**src/rtl/product_accumulator_if.sv**
```systemverilog
// Byte-stream bus for the product accumulator: product input handshake
// on one side, result byte output handshake on the other.
interface product_accumulator_if;
    logic [7:0] prod_in;
    logic       prod_valid;
    logic       prod_ready;
    logic [7:0] out_data;
    logic       out_valid;
    logic       out_last;
    logic       out_ready;

    modport master (
        output prod_in,
        output prod_valid,
        output out_ready,
        input  prod_ready,
        input  out_data,
        input  out_valid,
        input  out_last
    );

    modport slave (
        input  prod_in,
        input  prod_valid,
        input  out_ready,
        output prod_ready,
        output out_data,
        output out_valid,
        output out_last
    );
endinterface

```
**src/rtl/product_accumulator.sv**
```systemverilog
// Multiply-accumulate back end: sums N_TERMS consecutive 8-bit products
// into a 16-bit accumulator, then streams the result out as two bytes.
// The sum cannot overflow 16 bits for N_TERMS <= 256 (256*255 = 65280).
module product_accumulator #(
    parameter int N_TERMS      = 4,
    parameter bit OUT_HI_FIRST = 1'b0
) (
    input  logic                  clk,
    input  logic                  rst_n,
    input  logic                  ena,
    input  logic                  clear,
    product_accumulator_if.slave  bus,
    output logic                  busy
);

    // A single-term batch still needs a one-bit counter that never leaves 0.
    localparam int CNT_W = (N_TERMS > 1) ? $clog2(N_TERMS) : 1;
    localparam logic [CNT_W-1:0] LAST_CNT = CNT_W'(N_TERMS - 1);

    typedef enum logic [1:0] {
        ACCUM,
        SEND_0,
        SEND_1
    } state_t;

    state_t           state;
    logic [15:0]      acc;
    logic [CNT_W-1:0] cnt;
    logic [7:0]       out_data_q;
    logic             out_valid_q;
    logic             out_last_q;
    logic [15:0]      acc_next;

    assign acc_next       = acc + {8'h00, bus.prod_in};
    assign bus.prod_ready = ena & (state == ACCUM);
    assign bus.out_data   = out_data_q;
    assign bus.out_valid  = out_valid_q;
    assign bus.out_last   = out_last_q;
    assign busy           = (state != ACCUM) | (cnt != '0);

    // Batch/send FSM; output byte, valid and last are registered alongside the state
    // so they stay put while the consumer stalls.
    always_ff @(posedge clk or negedge rst_n) begin
        if (!rst_n) begin
            state       <= ACCUM;
            acc         <= 16'h0000;
            cnt         <= '0;
            out_data_q  <= 8'h00;
            out_valid_q <= 1'b0;
            out_last_q  <= 1'b0;
        end else if (ena) begin
            if (clear) begin
                state       <= ACCUM;
                acc         <= 16'h0000;
                cnt         <= '0;
                out_data_q  <= 8'h00;
                out_valid_q <= 1'b0;
                out_last_q  <= 1'b0;
            end else begin
                case (state)
                    ACCUM: begin
                        if (bus.prod_valid) begin
                            acc <= acc_next;
                            if (cnt == LAST_CNT) begin
                                cnt         <= '0;
                                state       <= SEND_0;
                                out_valid_q <= 1'b1;
                                out_last_q  <= 1'b0;
                                out_data_q  <= OUT_HI_FIRST ? acc_next[15:8] : acc_next[7:0];
                            end else begin
                                cnt <= cnt + 1'b1;
                            end
                        end
                    end
                    SEND_0: begin
                        if (bus.out_ready) begin
                            state      <= SEND_1;
                            out_last_q <= 1'b1;
                            out_data_q <= OUT_HI_FIRST ? acc[7:0] : acc[15:8];
                        end
                    end
                    SEND_1: begin
                        if (bus.out_ready) begin
                            state       <= ACCUM;
                            acc         <= 16'h0000;
                            out_valid_q <= 1'b0;
                            out_last_q  <= 1'b0;
                            out_data_q  <= 8'h00;
                        end
                    end
                    default: begin
                        state <= ACCUM;
                    end
                endcase
            end
        end
    end

endmodule

```
**src/flat_wrapper.sv**
```systemverilog
// flat-port wrapper written by rule: the top's interface ports become plain ports
module product_accumulator_flat 
#(
    parameter int N_TERMS      = 4,
    parameter bit OUT_HI_FIRST = 1'b0
)
  (clk, rst_n, ena, clear, busy, bus_prod_in, bus_prod_valid, bus_out_ready, bus_prod_ready, bus_out_data, bus_out_valid, bus_out_last);
  product_accumulator_if bus_i ();
  input  logic clk;
  input  logic rst_n;
  input  logic ena;
  input  logic clear;
  output logic busy;
  input wire logic [$bits(bus_i.prod_in)-1:0] bus_prod_in;
  input wire logic [$bits(bus_i.prod_valid)-1:0] bus_prod_valid;
  input wire logic [$bits(bus_i.out_ready)-1:0] bus_out_ready;
  output wire logic [$bits(bus_i.prod_ready)-1:0] bus_prod_ready;
  output wire logic [$bits(bus_i.out_data)-1:0] bus_out_data;
  output wire logic [$bits(bus_i.out_valid)-1:0] bus_out_valid;
  output wire logic [$bits(bus_i.out_last)-1:0] bus_out_last;
  assign bus_i.prod_in = bus_prod_in;
  assign bus_i.prod_valid = bus_prod_valid;
  assign bus_i.out_ready = bus_out_ready;
  assign bus_prod_ready = bus_i.prod_ready;
  assign bus_out_data = bus_i.out_data;
  assign bus_out_valid = bus_i.out_valid;
  assign bus_out_last = bus_i.out_last;
  product_accumulator #(.N_TERMS(N_TERMS), .OUT_HI_FIRST(OUT_HI_FIRST)) u_core (.clk(clk), .rst_n(rst_n), .ena(ena), .clear(clear), .bus(bus_i), .busy(busy));
endmodule
```
**config.mk**
```make
export PLATFORM = sky130hd
export DESIGN_NAME = product_accumulator_flat
export DESIGN_NICKNAME = d
export VERILOG_FILES = /design/src/rtl/product_accumulator_if.sv /design/src/rtl/product_accumulator.sv /design/src/flat_wrapper.sv
export SDC_FILE = /design/constraint.sdc
export NUM_CORES = 1
export LEC_CHECK = 0
export BUFFER_PORTS_ARGS = -buffer_cell sky130_fd_sc_hd__buf_2
export CORE_MARGIN = 3
export CORE_UTILIZATION = 46
export DETAILED_ROUTE_END_ITERATION = 6
export HOLD_SLACK_MARGIN = 0.1
export PLACE_DENSITY = 0.66
export SLEW_MARGIN = 20
export SYNTH_ARGS = -nofsm -noshare
export SYNTH_HDL_FRONTEND = slang
export SYNTH_SLANG_ARGS = --single-unit
```
**constraint.sdc**
```tcl
create_clock -name clk -period 4.1 [get_ports clk]
set_input_delay 0.615 -clock clk [delete_from_list [all_inputs] [get_ports clk]]
set_output_delay 0.615 -clock clk [all_outputs]
set_load 0.02 [all_outputs]
```
==> impl_metrics.py, run 1 <==
metrics = {
    "detailed_routing": {
        "first_pass_iters": 4,
        "drt_wl_total_mm": 4.377,
        "drt_iter0_markers": 77,
        "wl_per_cell_microns": 15.09,
        "vias": 1639,
        "drc_errors": 0,
        "vias_per_cell": 5.652,
        "ant_nets": 0,
    },
    "global_route": {
        "grt-ovfl-total": 0,
        "antenna_found_initial": 0,
        "grt_max_degree": 31,
        "track_usage_pct": 19.46,
        "grt_pass1_vias": 1665,
        "grt_pass1_wl_mm": 7.797,
    },
    "floorplanning": {
        "die_x_microns": 72.10,
        "start_util_pct": 48.83,
        "coreArea_sq_mm": 0.004115,
        "rows": 23,
        "io_pins": 26,
        "dieArea_sq_mm": 0.005198,
        "die-height_microns": 72.10,
    },
    "placed_design": {
        "place_hpwl_mm": 3.344,
        "dpl.cell_count": 284,
        "post-place-ws_ns": 1.697,
        "portBuffers": 25,
        "gp_congestion": 0.8370,
    },
    "timing": {
        "maxSlewViolCount": 0,
        "fin_ws_ns": 1.961,
        "fin_crit_ns": 2.139,
        "clock.fmax_mhz": 467.6,
        "finalHoldViolCount": 0,
        "finalClockSkew_ns": 0.005906,
        "post-route-period-util_pct": 52.16,
        "rsz0062_at_grt": "false",
        "tightest_slew_ns": 0.6672,
        "final.setup.tns_ns": 0,
        "max_slew_margin_pct": 55.52,
        "setup_viol": 0,
    },
    "synth": {
        "yosys.cell_types.count": 50,
        "yosys_register_bits": 30,
        "postSynth.asyncResetShare_pct": 100.0,
        "synth-edff-count": 0,
        "yosysSeqAreaShare_pct": 37.36,
        "syn_area_sq_mm": 0.002009,
        "ys.flop_type": "dfrtp_1",
        "syn_nets": 245,
        "synth_cells": 216,
        "ys_top_cells_by_area": "dfrtp_1 (37%), ha_1 (8.7%), nand2_1 (5.0%), a21oi_1 (5.0%), mux2i_1 (4.5%)",
        "synth_top_area_cell": "dfrtp_1",
        "synth.top_cell.area_share_pct": 37.36,
        "syn_avg_cell_area_sq_um": 9.303,
        "yosysWarnings": 0,
    },
    "finish": {
        "finalNetCount": 270,
        "antenna_cells": 0,
        "drive_above_1_share_pct": 17.08,
        "fin_util_pct": 54.39,
        "seqCellArea_sq_um": 750.7,
        "stdcell_count": 290,
        "fillers": 402,
        "multi_input_area_sq_mm": 0.001169,
        "area_delta_synth_final_pct": 11.39,
    },
    "worst_setup_path": {
        "required_ns": 4.27,
        "crit_chain": "buf_2 -> ha_1 -> inv_1 -> fa_1 -> nand2b_1 -> a21boi_0 -> o21ai_0 -> a32o_1 -> a22o_1",
        "startpoint_type": "primary input",
        "worstPathArrival_ns": 2.31,
        "slowest_delay_ns": 0.38,
        "worstPathMaxFanout": 2,
        "critPathCaptureType": "flop",
        "crit_slowest_cell": "fa_1",
        "path_class": "primary input to flop",
    },
    "clock_network": {
        "cts_sinks": 30,
        "clkSlewWorstSetupHoldPaths_ns": 0.06,
        "hold_buffers": 0,
        "ctsResizeCount": 0,
        "cts_root_buffer": "clkbuf_8",
        "clk_latency_ns": 0.28,
        "cts_buffer_depth": 2,
        "htreeDepth": 2,
        "postCtsSetupBuffers": 0,
        "cts_made_buffers": 5,
        "cts_tree": "built",
    },
    "pwr": {
        "total_power_mw": 1.494,
        "leakage_nw": 1.039,
        "p_per_area_mw_per_mm2": 667.5,
        "peakVddDrop_uv": 189.3,
    },
    "run_status": {
        "status": "finished, final reports clean",
    },
    "min_path": {
        "min_path_type": "primary input to async pin",
    },
    "job": {
        "drv_cap": 0,
    },
}
routing by layer:
metal	share of wire (%)	global-route usage [%]	vias to the layer above	wire length [microns]
li1	-	-	828	-
met1	49	26.14	776	2159
met2	45	30.64	28	1976
met3	3.7	4.571	7	163
met4	1.8	6.889	0	78
met5	0	0	-	0
flip-flops by register name (all words and copies together), names as in the netlist:
signal                count
u_core.acc               16
u_core.bus.out_data       8
u_core.bus.out_last       1
u_core.bus.out_valid      1
u_core.cnt                2
u_core.state              2
Yosys cell counts, drive strengths merged, types with 6 or more instances:
master and n:
dfrtp 30, nand2 27, a21oi 20, ha 14
nand2b 14, inv 11, o21ai 10, mux2i 9
o31ai 8, nand3 7, nor2 7, buf 6
cells in the final DEF, fill, tap and decap left out, types with 8 or more instances in the layout:
cell type / Yosys / routed
a21oi_1: 20 / 20
buf_2: 3 / 25
dfrtp_1: 30 / 30
ha_1: 14 / 14
inv_1: 11 / 11
mux2i_1: 9 / 9
nand2_1: 27 / 27
nand2b_1: 14 / 14
o21ai_0: 8 / 8
o31ai_1: 8 / 8
per-stage QoR:
| stage | hold slack (ns) | area, sq um |
|---|---|---|
| after floorplan | 0.3194 | 2009 |
| after global placement | 0.4598 | 2156 |
| after detailed placement | 0.4712 | 2156 |
| after CTS | 0.3969 | 2238 |
| after global routing | 0.4189 | 2238 |
| final | 0.3645 | 2238 |
worst max-delay path, delay by kind of cell:
family | cells | cell delay, ns
compound gates | 4 | 0.85
simple gates | 1 | 0.18
fa+ha+maj | 2 | 0.53
buf+inv | 2 | 0.13
cell families after synthesis:
group / share of synthesized area [%]
xor gates and xnor gates: 0.8719
AOI/OAI and AO/OA: 22.29
DFF: 37.36
muxes: 5.044
and+or+nand+nor: 20.24
adders and majority gates: 9.714
buffers and inverters: 4.483
cell type report:
type	instances	share of cell area [%]
Inverter	11	1.845
Clock buffer	6	3.689
Timing Repair Buffer	26	5.925
Tap cell	50	2.795
Sequential cell	30	33.54
Multi-Input combinational cell	167	52.21
path summary, 6_finish.rpt:
check / start / endpoint / slack, ns / cells after the start
max: bus_prod_in[0] / u_core.bus.out_data[4]$_DFFE_PN0P_ / 1.96 / 9
min: rst_n / u_core.cnt[0]$_DFFE_PN0P_ / 0.36 / 1
max reg2reg: u_core.state[0]$_DFFE_PN0P_ / u_core.bus.out_data[4]$_DFFE_PN0P_ / 2.00 / 7
min reg2reg: u_core.bus.out_data[0]$_DFFE_PN0P_ / u_core.bus.out_data[0]$_DFFE_PN0P_ / 0.48 / 2
max in group asynchronous: rst_n / u_core.bus.out_last$_DFFE_PN0P_ / 3.30 / 1
min in group clk: u_core.bus.out_data[0]$_DFFE_PN0P_ / u_core.bus.out_data[0]$_DFFE_PN0P_ / 0.48 / 2
where the power goes:
part | total (mW) | switching [mW] | internal, mW
clock network | 0.234 | 0.105 | 0.129
logic | 0.801 | 0.483 | 0.319
registers | 0.459 | 0.0665 | 0.392
total | 1.49 | 0.654 | 0.840
No activity file was read; power rests on OpenSTA's default activity.
==> inputs of run 2 (changes only) <==
==> constraint.sdc (replaced) <==
create_clock -name clk -period 2.2 [get_ports clk]
set_input_delay 0.33 -clock clk [delete_from_list [all_inputs] [get_ports clk]]
set_output_delay 0.33 -clock clk [all_outputs]
set_load 0.02 [all_outputs]
==> run 2 against run 1 <==
Non-clock buffer count is 4 higher. Largest cell class unchanged. Hold slack worse by 0.28 ns. Register-to-register slack worse by 1.8 ns.
==> impl_metrics.py, run 2 (synthesis gave the netlist of run 1 again) <==
metrics = {
    "run_status": {
        "status": "finished, final reports clean",
    },
    "clock_network": {
        "cts_tree": "built",
        "htreeDepth": 2,
        "cts_sinks": 30,
        "cts_made_buffers": 5,
        "clkSlewWorstSetupHoldPaths_ns": 0.06,
        "postCtsSetupBuffers": 0,
        "clk_latency_ns": 0.28,
        "cts_root_buffer": "clkbuf_8",
        "cts_buffer_depth": 2,
    },
    "pwr": {
        "p_seq_share_pct": 30.1,
        "p_per_area_mw_per_mm2": 1246,
        "comb_power_share_pct": 53.7,
        "switchingPower_mw": 1.240,
        "peakVddDrop_uv": 377.7,
        "leakage_nw": 1.062,
        "p_sw_share_pct": 43.64,
        "p_clk_share_pct": 16.2,
        "p_int_mw": 1.601,
    },
    "global_route": {
        "grt_pass1_wl_mm": 7.659,
        "grt_pass1_vias": 1595,
        "grt_max_degree": 31,
        "antenna_found_initial": 0,
        "grt-ovfl-total": 0,
        "track_usage_pct": 19.00,
    },
    "finish": {
        "finalNetCount": 274,
        "final_common_cell": "dfrtp_1",
        "seqCellArea_sq_um": 750.7,
        "largest_register_ffs": 16,
        "final_cell_mix": "dfrtp_1 (30), nand2_1 (27), buf_2 (25), a21oi_1 (19)",
        "top_register": "u_core.acc",
        "fillers": 401,
        "antenna_cells": 0,
        "multi_input_area_sq_mm": 0.001172,
        "area_delta_synth_final_pct": 13.51,
        "drive_above_1_share_pct": 19.11,
        "design_area_sq_mm": 0.002281,
    },
    "worst_setup_path": {
        "worstPathArrival_ns": 2.16,
        "required_ns": 2.36,
        "r2r_start": "u_core.acc[4]$_DFFE_PN0P_",
        "cp-startpoint": "u_core.acc[4]$_DFFE_PN0P_",
        "crit_slowest_cell": "or4_4",
        "crit_chain": "ha_1 -> a21o_1 -> a31o_4 -> or4_4 -> nand4_1 -> a31oi_1",
        "startpoint_type": "flop",
        "worstPathMaxFanout": 6,
        "slowest_delay_ns": 0.49,
        "path_class": "flop to flop",
        "critPathCaptureType": "flop",
    },
    "timing": {
        "rsz0062_at_grt": "false",
        "tightest_slew_ns": 0.6824,
        "clock.fmax_mhz": 499.8,
        "max_slew_margin_pct": 54.51,
        "fin_crit_ns": 2.001,
        "finalClockSkew_ns": 0.002514,
        "final.setup.tns_ns": 0,
        "finalHoldViolCount": 0,
        "maxSlewViolCount": 0,
        "setup_viol": 0,
        "post-route-period-util_pct": 90.95,
    },
    "job": {
        "drv_cap": 0,
    },
    "floorplanning": {
        "coreArea_sq_mm": 0.004115,
        "rows": 23,
        "io_pins": 26,
        "dieArea_sq_mm": 0.005198,
        "die_x_microns": 72.10,
        "start_util_pct": 48.83,
        "die-height_microns": 72.10,
    },
    "min_path": {
        "min_path_type": "primary input to async pin",
    },
    "placed_design": {
        "portBuffers": 25,
        "dpl_cell_area_sq_mm": 0.002186,
        "place_hpwl_mm": 3.410,
        "gp_congestion": 0.8167,
    },
    "detailed_routing": {
        "drt_iter0_markers": 106,
        "wl_per_cell_microns": 15.10,
        "vias": 1678,
        "vias_per_cell": 5.669,
        "drc_errors": 0,
        "first_pass_iters": 4,
        "ant_nets": 0,
        "drt_wl_total_mm": 4.470,
    },
}
==> run 2: changes by cell type in the layout (fill, tap and decap cells not counted) <==
cell and change:
a21oi_1 -1, clkinv_2 +1, a21oi_2 +1, a21boi_0 -1, buf_4 +4, clkbuf_1 +1, a21boi_1 +1
==> run 2: layer usage <==
layer  up-vias  global-route usage [%]  part of all wire (%)
li1        837                       -                     -
met1       801                   26.77                    48
met2        34                   28.82                    46
met3         6                   4.709                   4.8
met4         0                   5.637                   1.3
met5         -                       0                     0
==> run 2: stage by stage <==
stage | util, % | std cells | total power, mW | hold WS, ns | setup WS (ns)
final | 55.43 | 296 | 2.842 | 0.08278 | 0.1991
after global routing | 55.43 | 296 | 3.101 | 0.1347 | 0.005403
after CTS | 55.34 | 296 | 2.865 | 0.1108 | 0.1669
after detailed placement | 53.12 | 288 | 2.388 | 0.4235 | 0.1229
after global placement | 53.12 | 288 | 2.376 | 0.4176 | 0.1425
after floorplan | - | 216 | 1.973 | 0.03441 | 0.3257
==> run 2: repair_timing <==
item | in CTS | in global routing
setup endpoints to repair | 0 | 4
resized for setup | 0 | 2
hold buffers | 0 | 0
==> run 2: final timing paths <==
kind	depth (start not counted)	slack, ns	to
max in group asynchronous	1	1.67	u_core.acc[7]$_DFFE_PN0P_
max reg2reg	6	0.20	u_core.bus.out_data[7]$_DFFE_PN0P_
min reg2reg	2	0.48	u_core.bus.out_data[2]$_DFFE_PN0P_
min	1	0.08	u_core.cnt[1]$_DFFE_PN0P_
max	6	0.20	u_core.bus.out_data[7]$_DFFE_PN0P_
min in group clk	3	0.42	u_core.cnt[0]$_DFFE_PN0P_
==> run 2: worst max-delay path, delay by kind of cell (launching register included) <==
family / cells / cell delay, ns
flip-flops: 1 / 0.39
AO/OA/AOI/OAI: 3 / 0.53
adder cells (fa/ha/maj): 1 / 0.35
AND/OR/NAND/NOR: 2 / 0.61
==> run 2: final cells by class <==
class,instances,area share (%)
Clock buffer,7,3.785
Clock inverter,1,0.2194
Inverter,11,1.810
Multi-Input combinational cell,167,51.40
Sequential cell,30,32.91
Tap cell,50,2.743
Timing Repair Buffer,30,7.131
==> run 2: power groups by stage <==
stage / sequential (mW) / clock [mW] / combinational (mW)
finish: 0.856 / 0.461 / 1.53
global route: 0.882 / 0.499 / 1.72
CTS: 0.857 / 0.478 / 1.53
detailed placement: 0.867 / 0 / 1.52
global placement: 0.862 / 0 / 1.51
floorplan: 0.933 / 0 / 1.04
==> inputs of run 3 (changes only) <==
--- a/config.mk
+++ b/config.mk
@@ -6,7 +6,6 @@
 export NUM_CORES = 1
 export LEC_CHECK = 0
 export BUFFER_PORTS_ARGS = -buffer_cell sky130_fd_sc_hd__buf_2
-export CORE_MARGIN = 3
 export CORE_UTILIZATION = 46
 export DETAILED_ROUTE_END_ITERATION = 6
 export HOLD_SLACK_MARGIN = 0.1
==> run 3 against run 2 <==
Final cell count decreased by 0.34%. Core utilization increased by 0.57 points. Combinational power about the same. Via count decreased by 2.4%. First-iteration DRC count decreased by 23%. Total power increased by 2.0%. Global-route usage increased by 3.2 points. Clock power increased by 15%. Critical endpoint is now u_core.bus.out_data[4]$_DFFE_PN0P_.
==> impl_metrics.py, run 3 (synthesis gave the netlist of run 1 again) <==
metrics = {
    "placed_design": {
        "dpl.cell_count": 287,
        "post-place-ws_ns": 0.1056,
        "portBuffers": 25,
        "place_hpwl_mm": 3.352,
        "gp_congestion": 0.8452,
    },
    "timing": {
        "max_slew_margin_pct": 54.30,
        "rsz0062_at_grt": "false",
        "final.setup.tns_ns": 0,
        "fin_ws_ns": 0.1316,
        "clock.fmax_mhz": 483.5,
        "post-route-period-util_pct": 94.02,
        "finalHoldViolCount": 0,
        "fin_crit_ns": 2.068,
        "finalClockSkew_ns": 0.009802,
        "tightest_slew_ns": 0.6854,
        "maxSlewViolCount": 0,
        "setup_viol": 0,
    },
    "pwr": {
        "comb_power_share_pct": 52.3,
        "total_power_mw": 2.898,
        "p_clk_share_pct": 18.2,
        "leakage_nw": 1.066,
        "peakVddDrop_uv": 441.9,
        "switchingPower_mw": 1.242,
        "p_per_area_mw_per_mm2": 1266,
        "p_int_mw": 1.656,
        "p_sw_share_pct": 42.87,
        "p_seq_share_pct": 29.4,
    },
    "clock_network": {
        "postCtsSetupBuffers": 0,
        "ctsResizeCount": 0,
        "cts_sinks": 30,
        "cts_buffer_depth": 2,
        "clkSlewWorstSetupHoldPaths_ns": 0.07,
        "hold_buffers": 0,
        "cts_root_buffer": "clkbuf_8",
        "clk_latency_ns": 0.28,
        "htreeDepth": 2,
        "cts_made_buffers": 5,
        "cts_tree": "built",
    },
    "finish": {
        "largest_register_ffs": 16,
        "fin_util_pct": 56.00,
        "finalNetCount": 273,
        "fillers": 375,
        "final_common_cell": "dfrtp_1",
        "antenna_cells": 0,
        "area_delta_synth_final_pct": 13.89,
        "drive_above_1_share_pct": 18.78,
        "stdcell_count": 295,
        "final_cell_mix": "dfrtp_1 (30), nand2_1 (27), buf_2 (25), a21oi_1 (20)",
        "top_register": "u_core.acc",
    },
    "worst_setup_path": {
        "path_class": "flop to flop",
        "worstPathMaxFanout": 2,
        "startpoint_type": "flop",
        "worstPathArrival_ns": 2.24,
        "required_ns": 2.37,
        "critPathCaptureType": "flop",
        "r2r_slack_ns": 0.13,
    },
    "job": {
        "drv_cap": 0,
    },
    "detailed_routing": {
        "ant_nets": 0,
        "first_pass_iters": 4,
        "drt_wl_total_mm": 4.433,
        "vias_per_cell": 5.553,
        "drt_iter0_markers": 82,
        "drc_errors": 0,
        "vias": 1638,
        "wl_per_cell_microns": 15.03,
    },
    "min_path": {
        "min_path_type": "primary input to async pin",
    },
    "floorplanning": {
        "rows": 23,
        "coreArea_sq_mm": 0.004086,
        "dieArea_sq_mm": 0.004637,
        "io_pins": 26,
        "start_util_pct": 49.17,
        "die-height_microns": 68.10,
        "die_x_microns": 68.10,
    },
    "global_route": {
        "track_usage_pct": 22.16,
        "grt_pass1_vias": 1615,
        "grt_pass1_wl_mm": 7.445,
        "grt_max_degree": 31,
        "antenna_found_initial": 0,
        "grt-ovfl-total": 0,
    },
    "run_status": {
        "status": "finished, final reports clean",
    },
}
[run 3: cell types whose count changed in the layout (fill, tap and decap cells not counted)]
cell      delta
a21oi_1      +1
clkbuf_1     -1
clkinv_2     -1
buf_4        -1
clkbuf_8     +2
a21oi_2      -1
a21boi_1     -1
a21boi_0     +1
[run 3: worst paths after layout]
kind	start	to	cells past startpoint
hold reg to reg	u_core.bus.out_data[2]$_DFFE_PN0P_	u_core.bus.out_data[2]$_DFFE_PN0P_	2
setup reg to reg	u_core.acc[0]$_DFFE_PN0P_	u_core.bus.out_data[4]$_DFFE_PN0P_	8
setup / recovery	u_core.acc[0]$_DFFE_PN0P_	u_core.bus.out_data[4]$_DFFE_PN0P_	8
min in group clk	ena	u_core.cnt[0]$_DFFE_PN0P_	3
hold / removal	rst_n	u_core.acc[1]$_DFFE_PN0P_	1
max in group asynchronous	rst_n	u_core.bus.out_data[5]$_DFFE_PN0P_	1
[run 3: critical path: stages (launching register included)]
cell and delay, ns:
dfrtp_1 0.35, ha_1 0.17, inv_1 0.05, fa_1 0.38, nand2b_1 0.18, a21boi_0 0.22
o21ai_0 0.14, a32o_1 0.27, a22o_1 0.18
[run 3: layer usage]
| layer | wire length (microns) | track usage [%] | vias to the layer above |
|---|---|---|---|
| met3 | 233 | 4.500 | 6 |
| met4 | 65 | 9.635 | 0 |
| li1 | - | - | 832 |
| met1 | 2138 | 29.24 | 763 |
| met2 | 1994 | 34.80 | 37 |
| met5 | 0 | 0 | - |
[run 3: metrics by stage]
| stage | instance area (sq um) | hold WS [ns] |
|---|---|---|
| final | 2288 | 0.08296 |
| after global routing | 2288 | 0.1471 |
| after CTS | 2288 | 0.1107 |
| after detailed placement | 2178 | 0.4162 |
| after global placement | 2178 | 0.4211 |
| after floorplan | 2009 | 0.03441 |
[run 3: area by class of cell]
cell class	instances	area, sq um	share of cell area [%]
multi-input combinational	167	1169	51.07
sequential	30	750.7	32.80
timing repair buffer	29	155.1	6.780
clock buffer	8	110.1	4.811
tap	50	62.56	2.734
inverter	11	41.29	1.804
[run 3: power groups by stage]
stage,Clock (mW),Combinational (mW),Sequential [mW]
floorplan,0,1.04,0.933
global placement,0,1.50,0.861
detailed placement,0,1.51,0.865
CTS,0.538,1.52,0.854
global route,0.566,1.70,0.878
finish,0.529,1.52,0.853
